## src/rtl/tm_pkg.sv

```systemverilog
// Purpose : shared definitions for the tm_* serial-SRAM path (arbiter states, window and gap constants).
// Latency : n/a (package only).
// Backpressure: n/a (package only).
package tm_pkg;

  // Arbiter grant states.
  typedef enum logic [1:0] {
    ST_IDLE  = 2'd0,  // no grant
    ST_GNT_A = 2'd1,  // tape port owns the engine
    ST_GNT_B = 2'd2,  // table port owns the engine
    ST_GAP_B = 2'd3   // table port holds a lock between transactions
  } arb_state_t;

  // Port B addresses an offset inside a 4 KiB window of the SRAM.
  localparam int B_WIN_BITS  = 12;

  // Empty GAP_B cycles tolerated before a locked burst is abandoned.
  localparam int GAP_TIMEOUT = 4;
  localparam int GAP_CNT_W   = 3;

  // Width of the remaining-burst counter; LOCK_MAX must fit (1..15).
  localparam int LOCK_CNT_W  = 4;

endpackage

```

## src/rtl/tm_spi_arb.sv

```systemverilog
// Purpose : round-robin two-port arbiter in front of tm_spi; port B is remapped into a fixed SRAM
//           window and may lock the engine for a bounded burst.
// Latency : request seen in IDLE at edge N -> eng_valid_o from cycle N+1; done pulses are
//           combinational from eng_done_i (zero added latency).
// Backpressure: a requester holds valid until its done pulse; the loser of arbitration simply waits.
// Ports   : clk/rst_n (sync, active-low); a_* tape port; b_* table port (12-bit window offset, lock);
//           eng_* command to / completion from tm_spi; rd_data_o broadcast read data; busy_o = not IDLE.
module tm_spi_arb
  import tm_pkg::*;
#(
  parameter logic [15:0] B_BASE   = 16'hF000,
  parameter int          LOCK_MAX = 8
) (
  input  logic                  clk,
  input  logic                  rst_n,
  // port A (tape cache)
  input  logic                  a_valid_i,
  input  logic                  a_iswr_i,
  input  logic [15:0]           a_addr_i,
  input  logic [7:0]            a_data_i,
  output logic                  a_done_o,
  // port B (transition-table fetcher)
  input  logic                  b_valid_i,
  input  logic                  b_iswr_i,
  input  logic [B_WIN_BITS-1:0] b_addr_i,
  input  logic [7:0]            b_data_i,
  input  logic                  b_lock_i,
  output logic                  b_done_o,
  // shared read data
  output logic [7:0]            rd_data_o,
  // engine command / completion
  output logic                  eng_valid_o,
  output logic                  eng_iswr_o,
  output logic [15:0]           eng_addr_o,
  output logic [7:0]            eng_data_o,
  input  logic                  eng_done_i,
  input  logic [7:0]            eng_data_i,
  output logic                  busy_o
);

  // A fresh B grant allows LOCK_MAX transactions in total, so LOCK_MAX-1 further ones after the first.
  localparam logic [LOCK_CNT_W-1:0] LOCK_LOAD = LOCK_CNT_W'(LOCK_MAX - 1);
  localparam logic [GAP_CNT_W-1:0]  GAP_LAST  = GAP_CNT_W'(GAP_TIMEOUT - 1);

  arb_state_t            r_state;
  logic                  r_last_b;     // 1: B was served last, so A wins the next tie
  logic [LOCK_CNT_W-1:0] r_lock_cnt;
  logic [GAP_CNT_W-1:0]  r_gap_cnt;    // consecutive empty GAP_B cycles seen so far

  arb_state_t            w_state_nxt;
  logic                  w_last_b_nxt;
  logic [LOCK_CNT_W-1:0] w_lock_cnt_nxt;
  logic [GAP_CNT_W-1:0]  w_gap_cnt_nxt;

  // Round-robin pick: on a tie the port not served last wins; otherwise the sole requester.
  function automatic logic pick_b(input logic a_req, input logic b_req, input logic last_b);
    if (a_req && b_req) begin
      return !last_b;
    end
    return b_req;
  endfunction

  // State register.
  always_ff @(posedge clk) begin
    if (!rst_n) begin
      r_state    <= ST_IDLE;
      r_last_b   <= 1'b1;
      r_lock_cnt <= '0;
      r_gap_cnt  <= '0;
    end else begin
      r_state    <= w_state_nxt;
      r_last_b   <= w_last_b_nxt;
      r_lock_cnt <= w_lock_cnt_nxt;
      r_gap_cnt  <= w_gap_cnt_nxt;
    end
  end

  // Next-state logic.
  always_comb begin
    w_state_nxt    = r_state;
    w_last_b_nxt   = r_last_b;
    w_lock_cnt_nxt = r_lock_cnt;
    w_gap_cnt_nxt  = r_gap_cnt;
    unique case (r_state)
      ST_IDLE: begin
        if (a_valid_i || b_valid_i) begin
          if (pick_b(a_valid_i, b_valid_i, r_last_b)) begin
            w_state_nxt    = ST_GNT_B;
            w_lock_cnt_nxt = LOCK_LOAD;
          end else begin
            w_state_nxt    = ST_GNT_A;
          end
        end
      end
      ST_GNT_A: begin
        if (eng_done_i) begin
          w_last_b_nxt = 1'b0;
          w_state_nxt  = ST_IDLE;
        end
      end
      ST_GNT_B: begin
        if (eng_done_i) begin
          w_last_b_nxt = 1'b1;
          // A zero count ends the burst, so the counter can never underflow.
          if (b_lock_i && (r_lock_cnt != '0)) begin
            w_lock_cnt_nxt = r_lock_cnt - LOCK_CNT_W'(1);
            w_gap_cnt_nxt  = '0;
            w_state_nxt    = ST_GAP_B;
          end else begin
            w_state_nxt    = ST_IDLE;
          end
        end
      end
      ST_GAP_B: begin
        // Dropping the lock releases the engine even if B is asking again.
        if (!b_lock_i) begin
          w_state_nxt = ST_IDLE;
        end else if (b_valid_i) begin
          w_state_nxt = ST_GNT_B;
        end else if (r_gap_cnt == GAP_LAST) begin
          w_state_nxt = ST_IDLE;
        end else begin
          w_gap_cnt_nxt = r_gap_cnt + GAP_CNT_W'(1);
        end
      end
      default: begin
        w_state_nxt = ST_IDLE;
      end
    endcase
  end

  // Output logic: inline port mux; everything toward the engine is zero outside a grant.
  always_comb begin
    eng_valid_o = 1'b0;
    eng_iswr_o  = 1'b0;
    eng_addr_o  = '0;
    eng_data_o  = '0;
    a_done_o    = 1'b0;
    b_done_o    = 1'b0;
    unique case (r_state)
      ST_GNT_A: begin
        eng_valid_o = a_valid_i;
        eng_iswr_o  = a_iswr_i;
        eng_addr_o  = a_addr_i;
        eng_data_o  = a_data_i;
        a_done_o    = eng_done_i;
      end
      ST_GNT_B: begin
        eng_valid_o = b_valid_i;
        eng_iswr_o  = b_iswr_i;
        eng_addr_o  = B_BASE | {{(16 - B_WIN_BITS){1'b0}}, b_addr_i};
        eng_data_o  = b_data_i;
        b_done_o    = eng_done_i;
      end
      default: begin
      end
    endcase
  end

  assign rd_data_o = eng_data_i;
  assign busy_o    = (r_state != ST_IDLE);

endmodule

```

## config.mk

```make
export PLATFORM = sky130hd
export DESIGN_NAME = tm_spi_arb
export DESIGN_NICKNAME = d
export VERILOG_FILES = /design/src/rtl/tm_pkg.sv /design/src/rtl/tm_spi_arb.sv
export SDC_FILE = /design/constraint.sdc
export NUM_CORES = 1
export LEC_CHECK = 0
export BUFFER_PORTS_ARGS = -buffer_cell sky130_fd_sc_hd__buf_4
export CORE_MARGIN = 5
export CORE_UTILIZATION = 39
export DETAILED_ROUTE_END_ITERATION = 7
export PLACE_DENSITY = 0.84
export SLEW_MARGIN = 20
export SYNTH_ARGS = -nofsm -noshare
export SYNTH_HDL_FRONTEND = slang
export SYNTH_SLANG_ARGS = --single-unit
```

## constraint.sdc

```tcl
create_clock -name clk -period 1.9 [get_ports clk]
set_input_delay 0.095 -clock clk [delete_from_list [all_inputs] [get_ports clk]]
set_output_delay 0.095 -clock clk [all_outputs]
set_load 0.005 [all_outputs]
```

==> flow_metrics.py, run 1 <==
metrics = {
    "worst_setup_path": {
        "crit_required_ns": 1.80,
        "startpoint_type": "flip-flop",
        "critPathMaxFanout": 27,
        "slowest_delay_ns": 0.35,
        "end_kind": "output port",
        "worstPathCellList": "inv_1, ha_1, buf_4, a22oi_1, nor2b_1, buf_4",
        "critPathTopFamily": "buffers and inverters",
        "cp_common_cell": "buf_4",
        "cp.arrival_ns": 1.62,
        "slowest_stage": "dfxtp_2",
        "worstSetupPathType": "flip-flop to output port",
        "cp_num_buf_inv": 3,
    },
    "power_and_ir_drop": {
        "internal_power_uw": 1100,
        "p_clk_share_pct": 10.9,
        "p_sw_share_pct": 40.7,
        "p_leak_uw": 0.000858,
        "pwr-share-seq_pct": 17.0,
        "ir_drop_v": 0.000628,
        "power_density_nw_per_um2": 1030,
        "switchingPower_uw": 759,
        "comb_power_share_pct": 72.1,
    },
    "floorplan": {
        "row_count": 20,
        "die_w_um": 65.1,
        "start_util_pct": 39.8,
        "ios": 97,
        "fp.dieH_um": 65.1,
        "coreArea_um2": 2980,
        "dieArea_um2": 4240,
    },
    "timing": {
        "max_freq_mhz": 582,
        "rsz0062_at_grt": "false",
        "final.min_clock_period_ns": 1.72,
        "timing.final.crit_share_pct": 90.4,
        "slew_headroom_pct": 76.6,
        "fin_tns_setup_ns": 0,
        "slew_violations": 0,
        "setup_viol": 0,
        "worstMarginPinSlew_ns": 0.351,
        "hold_viol_final": 0,
        "finalClockSkew_ns": 0.00302,
    },
    "logic_synthesis": {
        "synth_async_sr_flop_share_pct": 0,
        "synth_top_area_share_pct": 16.9,
        "ys_warn_count": 0,
        "synthesis.area_um2": 1180,
        "synth_nets": 220,
        "netlist_top_cells_count": "nor2b_1 (26), a22oi_1 (22), dfxtp_1 (10)",
        "post_synth.cell_area_avg_um2": 7.85,
        "ys.flop_type": "dfxtp_1",
        "synth_enable_flop_cells": 0,
        "synth.ff_latch_count": 10,
        "synthesis.instances": 151,
        "ys_seq_area_share_pct": 16.9,
        "synth.distinct_cells": 40,
        "synth_area_leaders": "dfxtp_1 (17%), a22oi_1 (14%), nor2b_1 (14%), ha_1 (9.5%), buf_4 (5.1%)",
        "synth_most_common_cell": "nor2b_1",
        "yosysTopAreaCell": "dfxtp_1",
    },
    "final_layout": {
        "final_nets": 292,
        "fillers": 281,
        "n_antenna_cell": 0,
        "drive_gt1_share_pct": 45.0,
        "areaGrowthSynthToFinish_pct": 52.7,
        "stdcell_area_um2": 1810,
    },
    "clock_network": {
        "cts_max_path_buffers": 2,
        "post_cts_buffers": 0,
        "h-tree-depth": 1,
        "cts_num_sinks": 10,
        "cts_buffers": 3,
        "worstSkewPairLatency_ns": 0.27,
        "clk_pin_slew_ns": 0.08,
        "cts-root-buf": "clkbuf_4",
        "cts_tree": "built",
        "hold_buffers": 0,
    },
    "drt": {
        "vias": 1337,
        "wl_mm": 3.66,
        "wl_per_cell_um": 14.3,
        "drt-pass1-iter-count": 5,
        "ant_nets": 0,
        "drtIter0Drc": 73,
        "drc": 0,
        "viasPerCell": 5.24,
    },
    "grt": {
        "antenna_found_initial": 0,
        "grt_pass1_vias": 1262,
        "grt_remaining_overflow": 0,
        "grt_start_max_net_pins": 28,
        "grt_usage_pct": 16.0,
        "grt_pass1_wl_mm": 5.57,
    },
    "place": {
        "portBuffers": 80,
        "gp_congestion": 0.841,
        "place_area_um2": 1750,
        "dpl.hpwl_mm": 2.91,
    },
    "min_path": {
        "min_path_type": "input port to flip-flop",
    },
    "flow_run": {
        "cap_violations": 0,
    },
    "status": {
        "status": "finished, final reports clean",
    },
}
-- worst reg2reg max path, stage by stage (launching register included) --
cell and delay, ns:
dfxtp_2 0.35, inv_1 0.15, ha_2 0.25, inv_2 0.05, or4_1 0.56, nand4_1 0.14
o211a_1 0.16
-- per-stage QoR --
stage	utilization, %	power (uW)	hold WS (ns)	std cells	setup slack [ns]
4_1_cts	60.1	1830	0.111	255	0.0465
5_1_grt	60.8	2030	0.110	255	0.0454
6_report	60.8	1860	0.109	255	0.183
3_5_place_dp	58.8	1610	0.190	251	0.170
2_1_floorplan	-	1140	0.261	151	0.375
3_3_place_gp	58.8	1580	0.190	251	0.228
-- cell families after synthesis --
kind of cell	count (synthesis)	share of synthesized area [%]
simple gates	57	30.1
buf+inv	27	12.0
compound gates	44	28.1
fa+ha+maj	9	9.50
flops	10	16.9
mux	4	3.38
-- repair_timing --
action                                  CTS  global route
gates cloned                              0             0
pin swaps                                 0             0
hold endpoints to repair                  0             0
gates resized for setup                   1             5
endpoints found under the setup margin    9            21
-- worst paths after layout --
check	from	endpoint	slack [ns]	cells after the start
min reg2reg	r_gap_cnt[2]	r_gap_cnt[2]	0.47	2
max	r_state[1]	eng_addr_o[11]	0.18	6
max reg2reg	r_state[0]	r_state[0]	0.20	6
min	rst_n	r_last_b	0.11	2
-- final cells by class --
type / count / area (um2) / share of cell area, %
inverters: 10 / 37.5 / 2.07
clock buffers: 4 / 36.3 / 2.01
well taps: 33 / 41.3 / 2.28
multi-input cells: 114 / 857 / 47.4
repair buffers: 84 / 634 / 35.1
flip-flops and latches: 10 / 203 / 11.2
-- registers in the layout, summed over array words and instances, names as in the netlist --
name and cells:
r_gap_cnt 3, r_lock_cnt 4, r_state 2, r_last_b 1
-- power groups by stage --
| stage | clock network, uW | registers, uW | logic (uW) |
|---|---|---|---|
| 2_1_floorplan | 0 | 303 | 835 |
| 3_3_place_gp | 0 | 313 | 1270 |
| 3_5_place_dp | 0 | 317 | 1300 |
| 4_1_cts | 208 | 312 | 1310 |
| 5_1_grt | 221 | 324 | 1490 |
| 6_report | 204 | 317 | 1340 |
-- layout by cell type (no fill, tap or decap), drive strengths merged, types with 2 or more instances in the layout --
master,instances
nor3b,2
dfxtp,10
nor2,3
nand4,3
mux2i,4
nand3b,3
ha,9
o211a,4
nand2,8
clkbuf,4
a22oi,22
buf,84
inv,10
and2,2
nor3,2
nor2b,26
nand3,2
a21oi,8
-- per-layer routing --
layer	part of all wire, %	global-route usage [%]	vias up
met1	40	19.8	613
met2	53	28.4	41
met3	6.6	3.59	6
li1	-	-	677
met5	0	0	-
met4	0.82	3.37	0
No activity file was read; power rests on OpenSTA's default activity.
==> inputs of run 2 (changes only) <==
--- a/config.mk
+++ b/config.mk
@@ -7,9 +7,9 @@
 export LEC_CHECK = 0
 export BUFFER_PORTS_ARGS = -buffer_cell sky130_fd_sc_hd__buf_4
 export CORE_MARGIN = 5
-export CORE_UTILIZATION = 39
+export CORE_UTILIZATION = 35
 export DETAILED_ROUTE_END_ITERATION = 7
-export PLACE_DENSITY = 0.84
+export PLACE_DENSITY = 0.79
 export SLEW_MARGIN = 20
 export SYNTH_ARGS = -nofsm -noshare
 export SYNTH_HDL_FRONTEND = slang
==> constraint.sdc (replaced) <==
create_clock -name clk -period 1.4 [get_ports clk]
set_input_delay 0.07 -clock clk [delete_from_list [all_inputs] [get_ports clk]]
set_output_delay 0.07 -clock clk [all_outputs]
set_load 0.005 [all_outputs]
==> run 2 against run 1 <==
- sequential power grew 35%
- register-to-register slack lost 0.30 ns
- sequential cell count is the same
- the flow now finishes with violations (setup timing)
- setup slack lost 0.35 ns
- global-route usage grew 1.2 points
==> flow_metrics.py, run 2 (synthesized netlist as in run 1, its figures left out) <==
metrics = {
    "status": {
        "status": "finished with violations",
        "violations": "setup timing",
    },
    "clock_network": {
        "h-tree-depth": 1,
        "cts_max_path_buffers": 2,
        "cts_tree": "built",
        "worstSkewPairLatency_ns": 0.27,
        "cts_num_sinks": 10,
        "cts_buffers": 3,
        "hold_buffers": 0,
        "clk_pin_slew_ns": 0.07,
        "cts-root-buf": "clkbuf_4",
    },
    "grt": {
        "grt_remaining_overflow": 0,
        "antenna_found_initial": 0,
        "grt_usage_pct": 17.2,
        "use_met3_pct": 4.27,
        "gr-max-usage-layer": "met2",
        "grt_start_max_net_pins": 27,
        "met2_usage_pct": 30.6,
        "grt_pass1_wl_mm": 6.20,
        "grt_pass1_vias": 1291,
        "met1_usage_pct": 21.4,
    },
    "min_path": {
        "min_path_type": "input port to flip-flop",
        "min-delay-start": "rst_n",
        "hold_end": "r_last_b",
        "holdPathStages": 2,
    },
    "timing": {
        "worstMarginPinSlew_ns": 0.289,
        "slew_violations": 0,
        "rsz0062_at_grt": "true",
        "setup_slack_ns": -0.165,
        "hold_viol_final": 0,
        "slew_headroom_pct": 80.7,
        "max_freq_mhz": 639,
        "fin_hold_ws_ns": 0.0817,
        "timing.final.crit_share_pct": 112,
        "finalClockSkew_ns": 0.000521,
        "setup_viol": 36,
        "final.min_clock_period_ns": 1.56,
    },
    "worst_setup_path": {
        "slowest_delay_ns": 0.38,
        "slowest_stage": "dfxtp_4",
        "crit_required_ns": 1.33,
        "cp.arrival_ns": 1.49,
        "reg2reg_from": "r_state[1]",
        "worstSetupPathType": "flip-flop to output port",
        "worstPathCellList": "inv_4, buf_6, ha_4, buf_6, a22oi_2, nor2b_2, buf_4",
        "end_kind": "output port",
        "cp_common_cell": "buf_6",
        "r2r_end": "r_lock_cnt[0]",
        "critPathMaxFanout": 7,
        "startpoint_type": "flip-flop",
        "rrSetupSlack_ns": -0.10,
        "r2r.worst_path.cells": 6,
    },
    "place": {
        "place_area_um2": 1960,
        "gp_congestion": 0.880,
        "dpl.hpwl_mm": 3.12,
        "portBuffers": 80,
    },
    "power_and_ir_drop": {
        "p_leak_uw": 0.00101,
        "ir_drop_v": 0.00108,
        "power_density_nw_per_um2": 1480,
        "total_power_uw": 3380,
    },
    "floorplan": {
        "start_util_pct": 35.8,
        "fp.dieH_um": 68.2,
        "coreArea_um2": 3310,
        "row_count": 21,
        "die_w_um": 68.2,
        "ios": 97,
        "dieArea_um2": 4650,
    },
    "drt": {
        "vias": 1458,
        "drc": 0,
        "wl_mm": 4.38,
        "wl_per_cell_um": 15.0,
        "ant_nets": 0,
        "viasPerCell": 4.98,
        "drt-pass1-iter-count": 4,
        "drtIter0Drc": 31,
    },
    "final_layout": {
        "drive_gt1_share_pct": 72.1,
        "top_register": "r_lock_cnt",
        "fillers": 265,
        "n_antenna_cell": 0,
        "final_common_cell": "buf_4",
        "multiInputGateArea_um2": 1070,
        "final_nets": 317,
        "stdcell_area_um2": 2290,
        "seqCellArea_um2": 209,
        "final_cell_mix": "buf_4 (99), a22oi_2 (22), nor2b_1 (19)",
        "top_regs": "r_lock_cnt (4), r_gap_cnt (3), r_state (2)",
        "largest_reg_flops": 4,
        "areaGrowthSynthToFinish_pct": 93.0,
    },
    "flow_run": {
        "cap_violations": 0,
    },
}
## run 2: report_power, final
| part | switching (uW) | internal, uW | leakage (uW) |
|---|---|---|---|
| Combinational | 1150 | 1540 | 0.000909 |
| Sequential | 62.6 | 366 | 0.0000840 |
| Clock | 108 | 158 | 0.0000210 |
## run 2: how the worst max path moves through the flow
stage	cells after the start	from	to	slack, ns
after detailed placement	7	r_lock_cnt[0]	r_gap_cnt[2]	-0.11
after floorplan	5	r_state[1]	r_state[0]	-0.02
final	7	r_state[1]	eng_addr_o[11]	-0.16
after global routing	7	r_state[1]	eng_iswr_o	-0.23
after CTS	7	r_state[1]	eng_data_o[6]	-0.13
after global placement	6	r_state[1]	r_lock_cnt[0]	-0.07
## run 2: area by class of cell
cell class / count / share of cell area [%]
inverters: 10 / 1.75
repair buffers: 109 / 38.2
clock buffers: 4 / 1.59
multi-input cells: 114 / 46.8
flip-flops and latches: 10 / 9.14
well taps: 46 / 2.52
## run 2: through the flow
step,cells,TNS (ns),worst slack [ns],utilization [%]
final,293,-3.44,-0.165,69.1
after global routing,293,-6.08,-0.230,69.1
after CTS,292,-3.34,-0.126,67.3
after detailed placement,282,-0.769,-0.112,59.1
after global placement,282,-0.502,-0.0721,59.1
after floorplan,151,-0.0470,-0.0167,-
## run 2: metal layers
| layer | vias to the layer above | share of wire, % |
|---|---|---|
| li1 | 729 | - |
| met1 | 679 | 39 |
| met2 | 46 | 53 |
| met3 | 4 | 8.1 |
| met4 | 0 | 0.30 |
| met5 | - | 0 |
## run 2: critical path: cells and delay by family, from the launching register on
family,cells,cell delay (ns)
buf+inv,4,0.42
flops,1,0.38
fa+ha+maj,1,0.19
compound gates,1,0.16
simple gates,1,0.07
## run 2: timing repair
item / 4_1_cts / 5_1_grt
gates resized for setup: 49 / 15
setup endpoints to repair: 36 / 37
pin swaps: 28 / 0
buffers inserted: 3 / 2
cloned: 4 / 0
